--- src/rtl/ahbl_pkg.sv ---
// ahbl_pkg
//   Shared encodings for the AHB-Lite command master: command opcodes,
//   AHB-Lite transfer/burst/protection constants, the engine state type and
//   a helper that derives HSIZE from the data bus width.
package ahbl_pkg;

    typedef enum logic [1:0] {
        CMD_WRITE = 2'b00,
        CMD_READ  = 2'b01,
        CMD_POLL  = 2'b10,
        CMD_RSVD  = 2'b11
    } cmd_op_e;

    localparam logic [1:0] HTRANS_IDLE   = 2'b00;
    localparam logic [1:0] HTRANS_NONSEQ = 2'b10;
    localparam logic [2:0] HBURST_SINGLE = 3'b000;
    localparam logic [3:0] HPROT_DEFAULT = 4'b0011;

    typedef enum logic [1:0] {
        ST_IDLE,
        ST_ADDR,
        ST_DATA,
        ST_RESP
    } state_e;

    // Only 32- and 64-bit buses are supported.
    function automatic logic [2:0] hsize_for(input int unsigned dw);
        return (dw >= 64) ? 3'b011 : 3'b010;
    endfunction

endpackage

--- src/rtl/ahbl_cmd_fifo.sv ---
// ahbl_cmd_fifo
//   Synchronous single-clock FIFO holding packed commands.
//   Ports:
//     clk, rst       rising-edge clock, synchronous active-high reset
//     push, wr_data  write request and data (ignored when full)
//     pop, rd_data   read request (ignored when empty); rd_data shows the head
//     full, empty    status derived from the registered occupancy count
//     count          number of stored entries, 0..DEPTH
module ahbl_cmd_fifo
    import ahbl_pkg::*;
#(
    parameter int WIDTH = 8,
    parameter int DEPTH = 4
) (
    input  logic                     clk,
    input  logic                     rst,
    input  logic                     push,
    input  logic [WIDTH-1:0]         wr_data,
    input  logic                     pop,
    output logic [WIDTH-1:0]         rd_data,
    output logic                     full,
    output logic                     empty,
    output logic [$clog2(DEPTH):0]   count
);

    localparam int PW = $clog2(DEPTH);

    logic [WIDTH-1:0] mem [DEPTH];
    logic [PW-1:0]    wr_ptr;
    logic [PW-1:0]    rd_ptr;
    logic             do_push;
    logic             do_pop;

    assign full    = (count == (PW+1)'(DEPTH));
    assign empty   = (count == '0);
    assign do_push = push && !full;
    assign do_pop  = pop && !empty;
    assign rd_data = mem[rd_ptr];

    always_ff @(posedge clk) begin
        if (do_push) begin
            mem[wr_ptr] <= wr_data;
        end
    end

    // Pointers wrap naturally because DEPTH is a power of two.
    always_ff @(posedge clk) begin
        if (rst) begin
            wr_ptr <= '0;
            rd_ptr <= '0;
            count  <= '0;
        end else begin
            if (do_push) begin
                wr_ptr <= wr_ptr + 1'b1;
            end
            if (do_pop) begin
                rd_ptr <= rd_ptr + 1'b1;
            end
            case ({do_push, do_pop})
                2'b10:   count <= count + 1'b1;
                2'b01:   count <= count - 1'b1;
                default: count <= count;
            endcase
        end
    end

endmodule

--- src/rtl/ahbl_cmd_master.sv ---
// ahbl_cmd_master
//   AHB-Lite master executing queued write / read / masked-poll commands,
//   one non-overlapping SINGLE transfer at a time.
//   Ports:
//     SYSCLK, SYSRST            clock, synchronous active-high reset
//     CMD_VALID/READY/OP/ADDR/DATA/MASK   command push interface
//     RSP_VALID/DATA/ERR/TIMEOUT          one-cycle completion report
//     BUSY                      queue non-empty or engine active
//     HADDR..HWDATA, HSEL       AHB-Lite master outputs (all registered)
//     HRDATA, HREADY, HRESP     AHB-Lite slave responses
module ahbl_cmd_master
    import ahbl_pkg::*;
#(
    parameter int DATA_WIDTH = 32,
    parameter int ADDR_WIDTH = 32,
    parameter int NUM_SLAVES = 16,
    parameter int FIFO_DEPTH = 4,
    parameter int POLL_MAX   = 255
) (
    input  logic                  SYSCLK,
    input  logic                  SYSRST,
    input  logic                  CMD_VALID,
    output logic                  CMD_READY,
    input  logic [1:0]            CMD_OP,
    input  logic [ADDR_WIDTH-1:0] CMD_ADDR,
    input  logic [DATA_WIDTH-1:0] CMD_DATA,
    input  logic [DATA_WIDTH-1:0] CMD_MASK,
    output logic                  RSP_VALID,
    output logic [DATA_WIDTH-1:0] RSP_DATA,
    output logic                  RSP_ERR,
    output logic                  RSP_TIMEOUT,
    output logic                  BUSY,
    output logic [ADDR_WIDTH-1:0] HADDR,
    output logic [1:0]            HTRANS,
    output logic                  HWRITE,
    output logic [2:0]            HSIZE,
    output logic [2:0]            HBURST,
    output logic [3:0]            HPROT,
    output logic                  HMASTLOCK,
    output logic [DATA_WIDTH-1:0] HWDATA,
    output logic [NUM_SLAVES-1:0] HSEL,
    input  logic [DATA_WIDTH-1:0] HRDATA,
    input  logic                  HREADY,
    input  logic                  HRESP
);

    localparam int FW    = 2 + ADDR_WIDTH + 2 * DATA_WIDTH;
    localparam int SW    = $clog2(NUM_SLAVES);
    localparam int QCW   = $clog2(FIFO_DEPTH) + 1;
    localparam int CNT_W = ($clog2(POLL_MAX + 1) > 8) ? $clog2(POLL_MAX + 1) : 8;
    localparam logic [NUM_SLAVES-1:0] SEL_ONE = NUM_SLAVES'(1);

    state_e                 state;
    cmd_op_e                w_op;
    logic [DATA_WIDTH-1:0]  w_data;
    logic [DATA_WIDTH-1:0]  w_mask;
    logic [CNT_W-1:0]       attempts;

    logic                   fifo_push;
    logic                   fifo_pop;
    logic                   fifo_full;
    logic                   fifo_empty;
    logic [QCW-1:0]         fifo_count;
    logic [FW-1:0]          fifo_rd;

    logic [1:0]             head_op;
    logic [ADDR_WIDTH-1:0]  head_addr;
    logic [DATA_WIDTH-1:0]  head_data;
    logic [DATA_WIDTH-1:0]  head_mask;

    logic                   poll_match;
    logic                   poll_last;
    logic                   poll_retry;

    assign CMD_READY = !fifo_full;
    assign fifo_push = CMD_VALID && CMD_READY;
    assign fifo_pop  = (state == ST_IDLE) && !fifo_empty;
    assign BUSY      = (fifo_count != '0) || (state != ST_IDLE);

    assign {head_op, head_addr, head_data, head_mask} = fifo_rd;

    ahbl_cmd_fifo #(
        .WIDTH (FW),
        .DEPTH (FIFO_DEPTH)
    ) u_fifo (
        .clk     (SYSCLK),
        .rst     (SYSRST),
        .push    (fifo_push),
        .wr_data ({CMD_OP, CMD_ADDR, CMD_DATA, CMD_MASK}),
        .pop     (fifo_pop),
        .rd_data (fifo_rd),
        .full    (fifo_full),
        .empty   (fifo_empty),
        .count   (fifo_count)
    );

    assign HBURST    = HBURST_SINGLE;
    assign HSIZE     = hsize_for(DATA_WIDTH);
    assign HPROT     = HPROT_DEFAULT;
    assign HMASTLOCK = 1'b0;

    assign poll_match = ((HRDATA ^ w_data) & w_mask) == '0;
    assign poll_last  = (attempts == CNT_W'(POLL_MAX));
    assign poll_retry = (w_op == CMD_POLL) && !poll_match && !HRESP && !poll_last;

    always_ff @(posedge SYSCLK) begin
        if (SYSRST) begin
            state       <= ST_IDLE;
            w_op        <= CMD_WRITE;
            w_data      <= '0;
            w_mask      <= '0;
            attempts    <= '0;
            HADDR       <= '0;
            HTRANS      <= HTRANS_IDLE;
            HWRITE      <= 1'b0;
            HSEL        <= '0;
            HWDATA      <= '0;
            RSP_VALID   <= 1'b0;
            RSP_DATA    <= '0;
            RSP_ERR     <= 1'b0;
            RSP_TIMEOUT <= 1'b0;
        end else begin
            RSP_VALID <= 1'b0;
            case (state)
                ST_IDLE: begin
                    if (!fifo_empty) begin
                        w_op     <= cmd_op_e'(head_op);
                        w_data   <= head_data;
                        w_mask   <= head_mask;
                        attempts <= CNT_W'(1);
                        if (head_op == CMD_RSVD) begin
                            // Reserved opcode: report an error without touching the bus.
                            state       <= ST_RESP;
                            RSP_VALID   <= 1'b1;
                            RSP_DATA    <= '0;
                            RSP_ERR     <= 1'b1;
                            RSP_TIMEOUT <= 1'b0;
                        end else begin
                            state  <= ST_ADDR;
                            HTRANS <= HTRANS_NONSEQ;
                            HADDR  <= head_addr;
                            HSEL   <= SEL_ONE << head_addr[ADDR_WIDTH-1 -: SW];
                            HWRITE <= (head_op == CMD_WRITE);
                        end
                    end
                end
                ST_ADDR: begin
                    state  <= ST_DATA;
                    HTRANS <= HTRANS_IDLE;
                    HWDATA <= (w_op == CMD_WRITE) ? w_data : '0;
                end
                ST_DATA: begin
                    if (HREADY) begin
                        if (poll_retry) begin
                            attempts <= attempts + 1'b1;
                            state    <= ST_ADDR;
                            HTRANS   <= HTRANS_NONSEQ;
                        end else begin
                            // A poll that reaches here unmatched and error-free
                            // has used its final attempt.
                            state       <= ST_RESP;
                            RSP_VALID   <= 1'b1;
                            RSP_DATA    <= (w_op == CMD_WRITE) ? '0 : HRDATA;
                            RSP_ERR     <= HRESP;
                            RSP_TIMEOUT <= (w_op == CMD_POLL) && !poll_match && !HRESP;
                        end
                    end
                end
                ST_RESP: begin
                    state       <= ST_IDLE;
                    RSP_DATA    <= '0;
                    RSP_ERR     <= 1'b0;
                    RSP_TIMEOUT <= 1'b0;
                end
                default: begin
                    state <= ST_IDLE;
                end
            endcase
        end
    end

endmodule

--- config.mk ---
export PLATFORM = sky130hd
export DESIGN_NAME = ahbl_cmd_master
export DESIGN_NICKNAME = d
export VERILOG_FILES = /design/src/rtl/ahbl_pkg.sv /design/src/rtl/ahbl_cmd_fifo.sv /design/src/rtl/ahbl_cmd_master.sv
export SDC_FILE = /design/constraint.sdc
export NUM_CORES = 1
export LEC_CHECK = 0
export ABC_CLOCK_PERIOD_IN_PS = 3500
export CAP_MARGIN = 20
export CORE_UTILIZATION = 50
export CTS_CLUSTER_DIAMETER = 150
export DETAILED_ROUTE_END_ITERATION = 12
export PLACE_DENSITY = 0.78
export SYNTH_ARGS = -nofsm -noshare
export SYNTH_HDL_FRONTEND = slang
export SYNTH_SLANG_ARGS = --single-unit
export TNS_END_PERCENT = 20
--- constraint.sdc ---
create_clock -name SYSCLK -period 3.5 [get_ports SYSCLK]
set_input_delay 0.7 -clock SYSCLK [delete_from_list [all_inputs] [get_ports SYSCLK]]
set_output_delay 0.7 -clock SYSCLK [all_outputs]
set_load 0.005 [all_outputs]
==> results of run 1 <==
-- how the worst max path moves through the flow --
stage          startpoint          endpoint  slack [ns]
3_5_place_dp   HRDATA[28]      RSP_DATA[22]       -0.07
3_3_place_gp   HRDATA[28]      RSP_DATA[31]       -0.03
6_report       HRDATA[28]       RSP_DATA[2]        0.49
5_1_grt        HRDATA[28]      RSP_DATA[10]        0.43
2_1_floorplan   CMD_VALID  u_fifo.mem[0][0]        0.02
4_1_cts        HRDATA[28]       RSP_DATA[2]        0.50
-- cell type report --
cell class / instances / area (um2) / area share
antenna: 6 / 15.01 / 0.0005581
tap: 585 / 732.0 / 0.02721
sequential: 594 / 15820 / 0.5882
timing repair buffer: 278 / 2828 / 0.1051
inverter: 8 / 30.03 / 0.001116
multi-input combinational: 717 / 5609 / 0.2085
clock inverter: 28 / 267.8 / 0.009953
clock buffer: 78 / 1597 / 0.05935
-- state kept, by name, indices dropped and copies added (netlist names), 3 cells and up, named ones only --
register,flops
HADDR,32
w_data,32
u_fifo.mem,392
HWDATA,32
attempts,8
HSEL,16
w_mask,32
RSP_DATA,32
u_fifo.count,3
-- placed cells by master (no fill, tap or decap), types with 5 or more instances in the layout --
cell             count
a21oi_1            109
a22o_1              32
a22oi_1             65
and3_1               6
buf_12               8
buf_4               16
clkbuf_1            13
clkbuf_16           58
clkbuf_8             8
clkdlybuf4s50_1    252
clkinv_1             8
clkinv_2            11
conb_1              12
dfxtp_1            200
diode_2              6
edfxtp_1           392
ha_1                 6
inv_1                7
mux4_2              98
nand2_1            211
nand4_1              5
nor2_1              73
nor3_1               8
xor2_1              35
-- stage by stage --
stage                     power [W]  hold slack (ns)  setup TNS [ns]  std cells  area [um2]
after global placement      0.01436           0.4408         -0.8388       2181       25010
after CTS                   0.02059           0.3903               0       2287       26870
after detailed placement    0.01451           0.4494          -1.918       2181       25010
after global routing        0.02133           0.4111               0       2293       26900
after floorplan             0.01237           0.4360               0       1414       21840
final                       0.02045           0.4270               0       2294       26900
-- per-layer routing --
metal | GRT usage | part of all wire
met3 | 0.06720 | 0.092
met4 | 0.1004 | 0.030
met5 | 0 | 0.0022
met2 | 0.3787 | 0.49
met1 | 0.2916 | 0.38
-- cells by family (layout without fill, tap and decap cells) --
logic type	Yosys count	after routing	synth area share
muxes	100	100	0.1022
xor gates and xnor gates	37	37	0.01486
adders and majority gates	7	7	0.004361
and+or+nand+nor	335	335	0.06462
DFF	594	594	0.7254
AOI/OAI and AO/OA	226	226	0.06709
other	2	18	0.0003445
buffers and inverters	103	392	0.02118
-- report_power, final --
group	internal (W)	switching, W
clock network	0.00350	0.00257
logic	0.00211	0.00285
registers	0.00867	0.000756
==> results.sh, run 1 <==
export IMPL_synth_cells=1404
export IMPL_core_rowCount=76
export IMPL_core_area_mm2=0.04308
export IMPL_yosysWarnings=0
export IMPL_fillers=3117
export IMPL_avgRoutedWirePerCell_um=22.39
export IMPL_status="finished, final reports clean"
export IMPL_yosysMostFrequentCell="edfxtp_1"
export IMPL_dr_pass1_iters=5
export IMPL_tritoncts="done"
export IMPL_crit_required_ns=4.04
export IMPL_dieArea_mm2=0.04444
export IMPL_ys_top_cells_by_count="edfxtp_1 (392), nand2_1 (211), dfxtp_1 (202)"
export IMPL_finalWeightedCongestion=0.8632
export IMPL_grt_pass1_wl_um=76850
export IMPL_ys_seq_elements=594
export IMPL_crit_path_end_kind="flip-flop"
export IMPL_finalHoldViolations=0
export IMPL_yosysSeqAreaShare=0.7254
export IMPL_dp_slack_ns=-0.07454
export IMPL_clock_latency_ns=0.62
export IMPL_clk_pin_slew_ns=0.06
export IMPL_h_tree_depth=2
export IMPL_grt_pass1_vias=12940
export IMPL_leakagePower_nw=8.956
export IMPL_crit_chain="clkdlybuf4s50_1, xor2_1, a22oi_1, nand4_1, nor4_4, nor3_1, nor4b_4, buf_12, a22o_1"
export IMPL_async_flop_share=0
export IMPL_numPortBuffers=253
export IMPL_area_delta_synth_final_pct=23.39
export IMPL_arrival_ns=3.55
export IMPL_die_height_um=210.8
export IMPL_rsz0062_at_grt="no"
export IMPL_final_nets=1798
export IMPL_ff2ff_path_depth=6
export IMPL_synth_distinct_cells=46
export IMPL_ir_drop_mv=0.6768
export IMPL_ys_flop_type="edfxtp_1"
export IMPL_power_density_mw_per_mm2=760.2
export IMPL_vias_per_cell=5.635
export IMPL_hp_class="in2reg"
export IMPL_crit_fanout=32
export IMPL_worst_r2r_setup_slack_ns=0.69
export IMPL_max_slew_worst_pin_slew_ns=1.035
export IMPL_reg2reg_to="RSP_DATA[2]"
export IMPL_finalCritPeriodShare=0.8598
export IMPL_ctsHoldBuffers=0
export IMPL_synth_top_area_share=0.5399
export IMPL_clockRootBuffer="clkbuf_16"
export IMPL_die_x_um=210.8
export IMPL_drc_errors=0
export IMPL_antenna_found_initial=15
export IMPL_cts_resized_gates=0
export IMPL_grt_usage=0.2328
export IMPL_cts_sinks=594
export IMPL_hpwl_um=31970
export IMPL_gr_total_overflow=0
export IMPL_path_buf_inv=2
export IMPL_wirelength_um=51350
export IMPL_setup_slack_ns=0.4906
export IMPL_synth_largest_area_cell="edfxtp_1"
export IMPL_hold_depth=2
export IMPL_netlist_top_cells_area="edfxtp_1 (54%), dfxtp_1 (19%), mux4_2 (10%)"
export IMPL_netlist_area_mm2=0.02180
export IMPL_synth_avg_cell_area_um2=15.53
export IMPL_post_cts_buffers=0
export IMPL_clock_path_buffers=3
export IMPL_worst_clock_skew_ns=0.02611
export IMPL_utilization=0.6245
export IMPL_via_count=12930
export IMPL_drive_gt1_frac=0.1321
export IMPL_ioPinCount=266
export IMPL_critical_path_slowest_cell="clkdlybuf4s50_1"
export IMPL_whs_endpoint="HWDATA[29]"
export IMPL_cp_top_family="simple AND/OR/NAND/NOR gates"
export IMPL_relSlewSlack=0.3102
export IMPL_synth_edf_count=392
export IMPL_ant_nets=0
export IMPL_drt_initial_drc_count=1075
export IMPL_grt_max_degree=99
export IMPL_max_freq_mhz=332.3
export IMPL_max_cap_violations=0
export IMPL_slowest_delay_ns=0.50
export IMPL_cts_buffers_inserted=57
export IMPL_min_period_ns=3.009
export IMPL_setup_viol=0
export IMPL_start_kind="primary input"
export IMPL_critical_path_class="in2reg"
export IMPL_worstHoldStart="SYSRST"
export IMPL_drv_slew=0
export IMPL_crit_cells=9
export IMPL_initial_core_util=0.5061
No activity file was read; power rests on OpenSTA's default activity.
==> run 2, diff against run 1 <==
- HOLD_SLACK_MARGIN: not set -> 0.06
==> results of run 2 <==
Same layout as run 1: the final DEF is identical, and so are final timing and power.
